`src/rtl/rn_wr_injector_if.sv`:
```
// Master-side AW/W/B and NoC-side AW/W/B channels of the requester-node write injector.
// slave = injector view, master = local master + NoC view (used by the bench).
interface rn_wr_injector_if;
  logic [10:0] AWID_M;
  logic [7:0]  AWLEN_M;
  logic [1:0]  AWTGT_M;
  logic        AWVALID_M;
  logic        AWREADY_M;
  logic [63:0] WDATA_M;
  logic [7:0]  WSTRB_M;
  logic        WLAST_M;
  logic        WVALID_M;
  logic        WREADY_M;
  logic [10:0] BID_M;
  logic        BVALID_M;
  logic        BREADY_M;
  logic [10:0] AWID_NOC;
  logic [7:0]  AWLEN_NOC;
  logic        AWVALID_NOC;
  logic        AWREADY_NOC;
  logic [1:0]  SrcID;
  logic [1:0]  TgtID;
  logic [10:0] WID_NOC;
  logic [63:0] WDATA_NOC;
  logic [7:0]  WSTRB_NOC;
  logic        WVALID_NOC;
  logic        WREADY_NOC;
  logic [10:0] BID_NOC;
  logic        BVALID_NOC;
  logic        BREADY_NOC;

  modport slave (
    input  AWID_M, AWLEN_M, AWTGT_M, AWVALID_M, output AWREADY_M,
    input  WDATA_M, WSTRB_M, WLAST_M, WVALID_M, output WREADY_M,
    output BID_M, BVALID_M, input BREADY_M,
    output AWID_NOC, AWLEN_NOC, AWVALID_NOC, input AWREADY_NOC,
    output SrcID, TgtID,
    output WID_NOC, WDATA_NOC, WSTRB_NOC, WVALID_NOC, input WREADY_NOC,
    input  BID_NOC, BVALID_NOC, output BREADY_NOC
  );

  modport master (
    output AWID_M, AWLEN_M, AWTGT_M, AWVALID_M, input AWREADY_M,
    output WDATA_M, WSTRB_M, WLAST_M, WVALID_M, input WREADY_M,
    input  BID_M, BVALID_M, output BREADY_M,
    input  AWID_NOC, AWLEN_NOC, AWVALID_NOC, output AWREADY_NOC,
    input  SrcID, TgtID,
    input  WID_NOC, WDATA_NOC, WSTRB_NOC, WVALID_NOC, output WREADY_NOC,
    output BID_NOC, BVALID_NOC, input BREADY_NOC
  );
endinterface

```
`src/rtl/rn_wr_injector.sv`:
```
// Requester-node write injector: AW/W bursts into NoC flits, outstanding-ID tracker, B return.
// Define RN_WR_ID_ORDER_EN to allow at most one outstanding write per ID.
module rn_wr_injector #(
  parameter int         RN_WRTRACKER_NUM = 8,
  parameter logic [1:0] SRC_ID           = 2'd0
) (
  input  logic clk,
  input  logic rst,
  rn_wr_injector_if.slave bus,
  output logic [$clog2(RN_WRTRACKER_NUM):0] outstanding,
  output logic protocol_err
);
  localparam int IW = $clog2(RN_WRTRACKER_NUM);
  localparam int CW = IW + 1;

  typedef enum logic [1:0] {IDLE, AW_SEND, W_SEND} state_t;

  state_t      state;
  logic [10:0] cap_id;
  logic [7:0]  cap_len;
  logic [1:0]  cap_tgt;
  logic [7:0]  beat_cnt;
  logic [RN_WRTRACKER_NUM-1:0] trk_valid;
  logic [10:0] trk_id [RN_WRTRACKER_NUM];
  logic        b_valid;
  logic [10:0] b_id;

  logic          free_any, hit_any, id_conflict;
  logic [IW-1:0] free_idx, hit_idx;
  logic          in_w, aw_hs, w_hs, b_hs, last_beat;

  // NOTE: every always_comb output gets a default first so no path leaves it unassigned (no latch).
  always_comb begin
    free_any    = 1'b0;
    free_idx    = '0;
    hit_any     = 1'b0;
    hit_idx     = '0;
    id_conflict = 1'b0;
    // Descending scan so the lowest index is the one left standing.
    for (int i = RN_WRTRACKER_NUM - 1; i >= 0; i--) begin
      if (!trk_valid[i]) begin
        free_any = 1'b1;
        free_idx = IW'(i);
      end
      if (trk_valid[i] && trk_id[i] == bus.BID_NOC) begin
        hit_any = 1'b1;
        hit_idx = IW'(i);
      end
    end
`ifdef RN_WR_ID_ORDER_EN
    for (int i = 0; i < RN_WRTRACKER_NUM; i++)
      if (trk_valid[i] && trk_id[i] == bus.AWID_M) id_conflict = 1'b1;
`endif
  end

  assign in_w      = !rst && state == W_SEND;
  assign last_beat = beat_cnt == cap_len;

  assign bus.AWREADY_M   = !rst && state == IDLE && free_any && !id_conflict;
  assign bus.AWVALID_NOC = !rst && state == AW_SEND;
  assign bus.AWID_NOC    = cap_id;
  assign bus.AWLEN_NOC   = cap_len;
  assign bus.SrcID       = SRC_ID;
  assign bus.TgtID       = cap_tgt;

  // W is a pure pass-through while bursting; data is zeroed outside a burst.
  assign bus.WVALID_NOC = in_w && bus.WVALID_M;
  assign bus.WREADY_M   = in_w && bus.WREADY_NOC;
  assign bus.WID_NOC    = cap_id;
  assign bus.WDATA_NOC  = in_w ? bus.WDATA_M : '0;
  assign bus.WSTRB_NOC  = in_w ? bus.WSTRB_M : '0;

  assign bus.BID_M      = b_id;
  assign bus.BVALID_M   = b_valid;
  assign bus.BREADY_NOC = !rst && (!b_valid || bus.BREADY_M);

  assign aw_hs = bus.AWVALID_M && bus.AWREADY_M;
  assign w_hs  = bus.WVALID_NOC && bus.WREADY_NOC;
  assign b_hs  = bus.BVALID_NOC && bus.BREADY_NOC;

  // NOTE: sequential state uses non-blocking assignments so all registers update from pre-edge values.
  always_ff @(posedge clk) begin
    if (rst) begin
      state        <= IDLE;
      cap_id       <= '0;
      cap_len      <= '0;
      cap_tgt      <= '0;
      beat_cnt     <= '0;
      trk_valid    <= '0;
      b_valid      <= 1'b0;
      b_id         <= '0;
      outstanding  <= '0;
      protocol_err <= 1'b0;
    end else begin
      case (state)
        IDLE: if (aw_hs) begin
          cap_id  <= bus.AWID_M;
          cap_len <= bus.AWLEN_M;
          cap_tgt <= bus.AWTGT_M;
          state   <= AW_SEND;
        end
        AW_SEND: if (bus.AWREADY_NOC) begin
          beat_cnt <= '0;
          state    <= W_SEND;
        end
        W_SEND: if (w_hs) begin
          beat_cnt <= beat_cnt + 8'd1;
          // The counted length wins; WLAST disagreement only flags an error.
          if (bus.WLAST_M != last_beat) protocol_err <= 1'b1;
          if (last_beat) state <= IDLE;
        end
        default: state <= IDLE;
      endcase

      // Allocation picks a free entry and freeing picks a valid one, so they never collide.
      if (aw_hs)            trk_valid[free_idx] <= 1'b1;
      if (b_hs && hit_any)  trk_valid[hit_idx]  <= 1'b0;
      if (b_hs && !hit_any) protocol_err        <= 1'b1;

      if (b_valid && bus.BREADY_M) b_valid <= 1'b0;
      if (b_hs && hit_any) begin
        b_valid <= 1'b1;
        b_id    <= bus.BID_NOC;
      end

      outstanding <= outstanding + CW'(aw_hs) - CW'(b_hs && hit_any);
    end
  end

  // NOTE: tracker IDs are storage qualified by trk_valid, so they are deliberately not reset.
  always_ff @(posedge clk) begin
    if (aw_hs) trk_id[free_idx] <= bus.AWID_M;
  end
endmodule

```
`src/flat_wrapper.sv`:
```
// flat-port wrapper written by rule: the top's interface ports become plain ports
module rn_wr_injector_flat 
#(
  parameter int         RN_WRTRACKER_NUM = 8,
  parameter logic [1:0] SRC_ID           = 2'd0
)
  (clk, rst, outstanding, protocol_err, bus_AWID_M, bus_AWLEN_M, bus_AWTGT_M, bus_AWVALID_M, bus_AWREADY_M, bus_WDATA_M, bus_WSTRB_M, bus_WLAST_M, bus_WVALID_M, bus_WREADY_M, bus_BID_M, bus_BVALID_M, bus_BREADY_M, bus_AWID_NOC, bus_AWLEN_NOC, bus_AWVALID_NOC, bus_AWREADY_NOC, bus_SrcID, bus_TgtID, bus_WID_NOC, bus_WDATA_NOC, bus_WSTRB_NOC, bus_WVALID_NOC, bus_WREADY_NOC, bus_BID_NOC, bus_BVALID_NOC, bus_BREADY_NOC);
  rn_wr_injector_if bus_i ();
  input  logic clk;
  input  logic rst;
  output logic [$clog2(RN_WRTRACKER_NUM):0] outstanding;
  output logic protocol_err;
  input wire logic [$bits(bus_i.AWID_M)-1:0] bus_AWID_M;
  input wire logic [$bits(bus_i.AWLEN_M)-1:0] bus_AWLEN_M;
  input wire logic [$bits(bus_i.AWTGT_M)-1:0] bus_AWTGT_M;
  input wire logic [$bits(bus_i.AWVALID_M)-1:0] bus_AWVALID_M;
  output wire logic [$bits(bus_i.AWREADY_M)-1:0] bus_AWREADY_M;
  input wire logic [$bits(bus_i.WDATA_M)-1:0] bus_WDATA_M;
  input wire logic [$bits(bus_i.WSTRB_M)-1:0] bus_WSTRB_M;
  input wire logic [$bits(bus_i.WLAST_M)-1:0] bus_WLAST_M;
  input wire logic [$bits(bus_i.WVALID_M)-1:0] bus_WVALID_M;
  output wire logic [$bits(bus_i.WREADY_M)-1:0] bus_WREADY_M;
  output wire logic [$bits(bus_i.BID_M)-1:0] bus_BID_M;
  output wire logic [$bits(bus_i.BVALID_M)-1:0] bus_BVALID_M;
  input wire logic [$bits(bus_i.BREADY_M)-1:0] bus_BREADY_M;
  output wire logic [$bits(bus_i.AWID_NOC)-1:0] bus_AWID_NOC;
  output wire logic [$bits(bus_i.AWLEN_NOC)-1:0] bus_AWLEN_NOC;
  output wire logic [$bits(bus_i.AWVALID_NOC)-1:0] bus_AWVALID_NOC;
  input wire logic [$bits(bus_i.AWREADY_NOC)-1:0] bus_AWREADY_NOC;
  output wire logic [$bits(bus_i.SrcID)-1:0] bus_SrcID;
  output wire logic [$bits(bus_i.TgtID)-1:0] bus_TgtID;
  output wire logic [$bits(bus_i.WID_NOC)-1:0] bus_WID_NOC;
  output wire logic [$bits(bus_i.WDATA_NOC)-1:0] bus_WDATA_NOC;
  output wire logic [$bits(bus_i.WSTRB_NOC)-1:0] bus_WSTRB_NOC;
  output wire logic [$bits(bus_i.WVALID_NOC)-1:0] bus_WVALID_NOC;
  input wire logic [$bits(bus_i.WREADY_NOC)-1:0] bus_WREADY_NOC;
  input wire logic [$bits(bus_i.BID_NOC)-1:0] bus_BID_NOC;
  input wire logic [$bits(bus_i.BVALID_NOC)-1:0] bus_BVALID_NOC;
  output wire logic [$bits(bus_i.BREADY_NOC)-1:0] bus_BREADY_NOC;
  assign bus_i.AWID_M = bus_AWID_M;
  assign bus_i.AWLEN_M = bus_AWLEN_M;
  assign bus_i.AWTGT_M = bus_AWTGT_M;
  assign bus_i.AWVALID_M = bus_AWVALID_M;
  assign bus_AWREADY_M = bus_i.AWREADY_M;
  assign bus_i.WDATA_M = bus_WDATA_M;
  assign bus_i.WSTRB_M = bus_WSTRB_M;
  assign bus_i.WLAST_M = bus_WLAST_M;
  assign bus_i.WVALID_M = bus_WVALID_M;
  assign bus_WREADY_M = bus_i.WREADY_M;
  assign bus_BID_M = bus_i.BID_M;
  assign bus_BVALID_M = bus_i.BVALID_M;
  assign bus_i.BREADY_M = bus_BREADY_M;
  assign bus_AWID_NOC = bus_i.AWID_NOC;
  assign bus_AWLEN_NOC = bus_i.AWLEN_NOC;
  assign bus_AWVALID_NOC = bus_i.AWVALID_NOC;
  assign bus_i.AWREADY_NOC = bus_AWREADY_NOC;
  assign bus_SrcID = bus_i.SrcID;
  assign bus_TgtID = bus_i.TgtID;
  assign bus_WID_NOC = bus_i.WID_NOC;
  assign bus_WDATA_NOC = bus_i.WDATA_NOC;
  assign bus_WSTRB_NOC = bus_i.WSTRB_NOC;
  assign bus_WVALID_NOC = bus_i.WVALID_NOC;
  assign bus_i.WREADY_NOC = bus_WREADY_NOC;
  assign bus_i.BID_NOC = bus_BID_NOC;
  assign bus_i.BVALID_NOC = bus_BVALID_NOC;
  assign bus_BREADY_NOC = bus_i.BREADY_NOC;
  rn_wr_injector #(.RN_WRTRACKER_NUM(RN_WRTRACKER_NUM), .SRC_ID(SRC_ID)) u_core (.clk(clk), .rst(rst), .bus(bus_i), .outstanding(outstanding), .protocol_err(protocol_err));
endmodule
```
`config.mk`:
```
export PLATFORM = sky130hd
export DESIGN_NAME = rn_wr_injector_flat
export DESIGN_NICKNAME = d
export VERILOG_FILES = /design/src/rtl/rn_wr_injector_if.sv /design/src/rtl/rn_wr_injector.sv /design/src/flat_wrapper.sv
export SDC_FILE = /design/constraint.sdc
export NUM_CORES = 1
export LEC_CHECK = 0
export ABC_AREA = 1
export ABC_CLOCK_PERIOD_IN_PS = 3700
export CAP_MARGIN = 20
export CORE_MARGIN = 5
export CORE_UTILIZATION = 47
export DETAILED_ROUTE_END_ITERATION = 8
export PLACE_DENSITY = 0.8
export SLEW_MARGIN = 10
export SYNTH_ARGS = -nofsm -noshare
export SYNTH_HDL_FRONTEND = slang
export SYNTH_SLANG_ARGS = --single-unit
export TNS_END_PERCENT = 30
```
`constraint.sdc`:
```
create_clock -name clk -period 3.7 [get_ports clk]
set_input_delay 0.74 -clock clk [delete_from_list [all_inputs] [get_ports clk]]
set_output_delay 0.74 -clock clk [all_outputs]
set_load 0.02 [all_outputs]
```
==> results.cfg <==
[status]
outcome = completed

[clock_tree]
tritoncts.num_buffers = 17
cts_max_level = 4
clk_pin_slew_worst_paths_ns = 0.06
clk_latency_ns = 0.43
root_buffer = clkbuf_16
cts_resized = 0
post_cts.repair.setup_buffers = 0
max-clock-path-buffers = 2
clkSinkCount = 144
tritoncts = built
holdBufCountCts = 0

[finish]
finalNetCount = 1362
fillerInstances = 1320
final_util_pct = 68.6
syn_to_final_growth_pct = 41.9
diodes = 0
post_route_cells_drive_above_1_share_pct = 8.28
instances_no_fill = 1472
stdcell_area_sq_um = 11000

[floorplan]
initial_core_utilization_pct = 48.3
placement_rows = 46
core-area_sq_um = 16000
die_area_sq_um = 19100
die_width_microns = 138
die_y_microns = 138
pin_count = 241

[timing]
setup_viol = 0
tightestPinTransition_ns = 0.598
timing.clock.skew_ns = 0.0115
hold_viol = 0
post-route-min-period_ns = 3.42
rsz_0062_raised_after_global_routing = false
finalHoldWorstSlack_ns = 0.483
setup_tns_ns = 0
achievable-frequency_ghz = 0.292
final.period_utilization_pct = 92.5
maxSlewHeadroom_pct = 60.1
final_report_max_slew_violation_count = 0

[synth]
yosys_warnings = 0
synth_top_area_share_pct = 34.2
synth_compound_gate_area_share_pct = 6.09
share_of_synthesized_cell_area_in_and_or_nand_and_nor_gates_pct = 28.3
ys_seq_area_share_pct = 48.7
synth_edf_count = 88
synth_cell_type_count = 47
postSynthAreaPerCell_sq_um = 7.72
ys.flop_type = edfxtp_1
post_synthesis_cells = 1001
synth_adder_area_share_pct = 1.07
synth_top_family_by_area = simple AND/OR/NAND/NOR gates
synth_top_cell_by_area = edfxtp_1
mappedNetlistArea_sq_um = 7730
synth.area.top_cells = edfxtp_1, dfxtp_1, nand2_1
postSynthRegisterBits = 144
yosys-mux-area-fraction_pct = 0
asyncSetResetFlopFracSynth_pct = 0
synth_xor_area_share_pct = 3.74

[global_route]
grt_util_all_layers_pct = 25.2
grt_overflow_total = 0
grt_antenna_before_repair = 0
grt_pass1_wl_mm = 38.3
grt_start_max_net_pins = 75
first_global_vias = 7482

[setup_path]
crit_path_max_fanout = 74
regToRegSetupSlack_ns = 1.12
ff2ff_path_depth = 16
reg2reg_from = u_core.trk_id[0][2]$_DFFE_PP_
r2r-end = u_core.outstanding[2]$_SDFF_PP0_
worstPathArrival_ns = 2.68
critical_path.startpoint_type = input pin
timing_worst_setup_path_type = in -> out
critical_path_required_ns = 2.96
critical_path.endpoint_type = primary output

[route]
drt_wl_total_mm = 24.7
drtPass1Iterations = 5
drt_first_iter_violations = 670
drc = 0
routed_wire_per_std_cell_microns = 16.8
route.antenna.remaining_nets = 0
via_count = 7447
vias_per_cell = 5.06

[placement]
placedCellCount = 1440
port-buffer-count = 238
dpl_cell_area_sq_um = 10300
dp_hpwl_mm = 19.0
gpl.final_weighted_congestion = 0.928

[worst_hold_path]
holdCritPathClass = reg -> reg
hold_path_depth = 2
min_from = u_core.bus.TgtID[0]$_SDFFE_PP0P_
timing.hold.worst_endpoint = u_core.bus.TgtID[0]$_SDFFE_PP0P_

[power]
max-vdd-ir-drop_v = 0.000315
power.density_nw_per_um2 = 372
leakagePower_uw = 0.00473

[flow_run]
max_cap_viol_count = 0
-- power by group --
part	internal (uW)	total, uW	switching [uW]	leakage [uW]
combinational	246	521	275	0.00318
sequential	1730	1750	22.6	0.00125
clock	1110	1810	696	0.000304
-- flip-flops by register name (all words and copies together), names as in the netlist --
register and count:
u_core.trk_valid 8, u_core.beat_cnt 8, u_core.bus.AWLEN_NOC 8, u_core.bus.TgtID 2
u_core.state 2, u_core.bus.AWID_NOC 11, u_core.protocol_err 1, u_core.trk_id 88
u_core.bus.BVALID_M 1, u_core.outstanding 4, u_core.bus.BID_M 11
-- kinds of logic (layout without fill, tap and decap cells) --
logic type,Yosys count,count (layout)
adders and majority gates,6,6
AOI/OAI and AO/OA,85,85
other,1,2
xor gates and xnor gates,33,33
DFF,144,144
and+or+nand+nor,514,514
buffers and inverters,218,472
-- layout by cell type, fill, tap and decap left out, types with 2 or more instances in the layout --
cell type	instances
nor2_1	168
clkinvlp_4	2
buf_4	25
nand2_4	2
clkinv_2	2
nand2_2	10
conb_1	2
inv_6	2
or2_1	4
clkdlybuf4s50_1	238
a31oi_1	2
buf_12	2
ha_1	5
xnor2_1	21
a21oi_1	37
o21a_1	3
clkinv_4	4
inv_2	8
nor3_1	14
nand3_1	23
o211ai_1	2
clkbuf_16	18
o21ai_0	16
xor2_1	12
or2_2	6
nand4_1	27
nor4_1	2
edfxtp_1	88
nor2_4	2
nor3_2	2
o22ai_1	3
o221a_2	2
nor2_2	12
inv_1	165
nand3b_1	3
o21ai_1	16
dfxtp_1	56
bufinv_16	3
nand2_1	236
-- how the worst max path moves through the flow --
stage	depth (start not counted)	from	endpoint	slack [ns]
after floorplan	19	bus_BID_NOC[9]	u_core.outstanding[2]$_SDFF_PP0_	0.63
after global placement	18	bus_BID_NOC[9]	u_core.outstanding[2]$_SDFF_PP0_	0.16
after detailed placement	18	bus_BID_NOC[9]	u_core.outstanding[2]$_SDFF_PP0_	0.13
after CTS	6	rst	bus_WDATA_NOC[11]	0.30
after global routing	6	rst	bus_WDATA_NOC[11]	0.23
final	6	rst	bus_WDATA_NOC[52]	0.28
-- worst max-delay path, cell delays in order --
cell and delay (ns):
clkdlybuf4s50_1 0.55, nor2_2 0.19, inv_2 0.07, buf_12 0.19, nor2_1 0.23, clkdlybuf4s50_1 0.66
-- Yosys cell counts (all sizes together) (3+ instances only) --
master	number
a21oi	37
buf	29
clkbuf	14
dfxtp	56
edfxtp	88
ha	5
inv	174
nand2	248
nand3	23
nand3b	3
nand4	27
nor2	182
nor3	16
o21a	3
o21ai	32
o22ai	3
or2	11
xnor2	21
xor2	12
-- cell type report --
class                   instances  area, sq um  share of cell area [%]
repair buffers                265         2610                    23.8
inverters                     175          659                    6.01
well taps                     216          270                    2.46
clock buffers                  18          450                    4.11
clock inverters                14          179                    1.63
flip-flops and latches        144         3760                    34.3
multi-input cells             640         3040                    27.7
-- stage by stage --
stage	total power [uW]	setup WS, ns
floorplan	2030	0.625
global placement	2290	0.161
detailed placement	2300	0.131
CTS	4100	0.297
global route	4220	0.230
finish	4080	0.279
-- layer usage --
metal | vias up | GRT usage (%) | routed length, microns
met1 | 3413 | 29.3 | 9540
li1 | 3593 | - | -
met4 | 0 | 10.8 | 777
met2 | 380 | 44.3 | 12300
met3 | 61 | 6.07 | 2030
met5 | - | 0 | 0
Power figures use the tool's default switching activity.
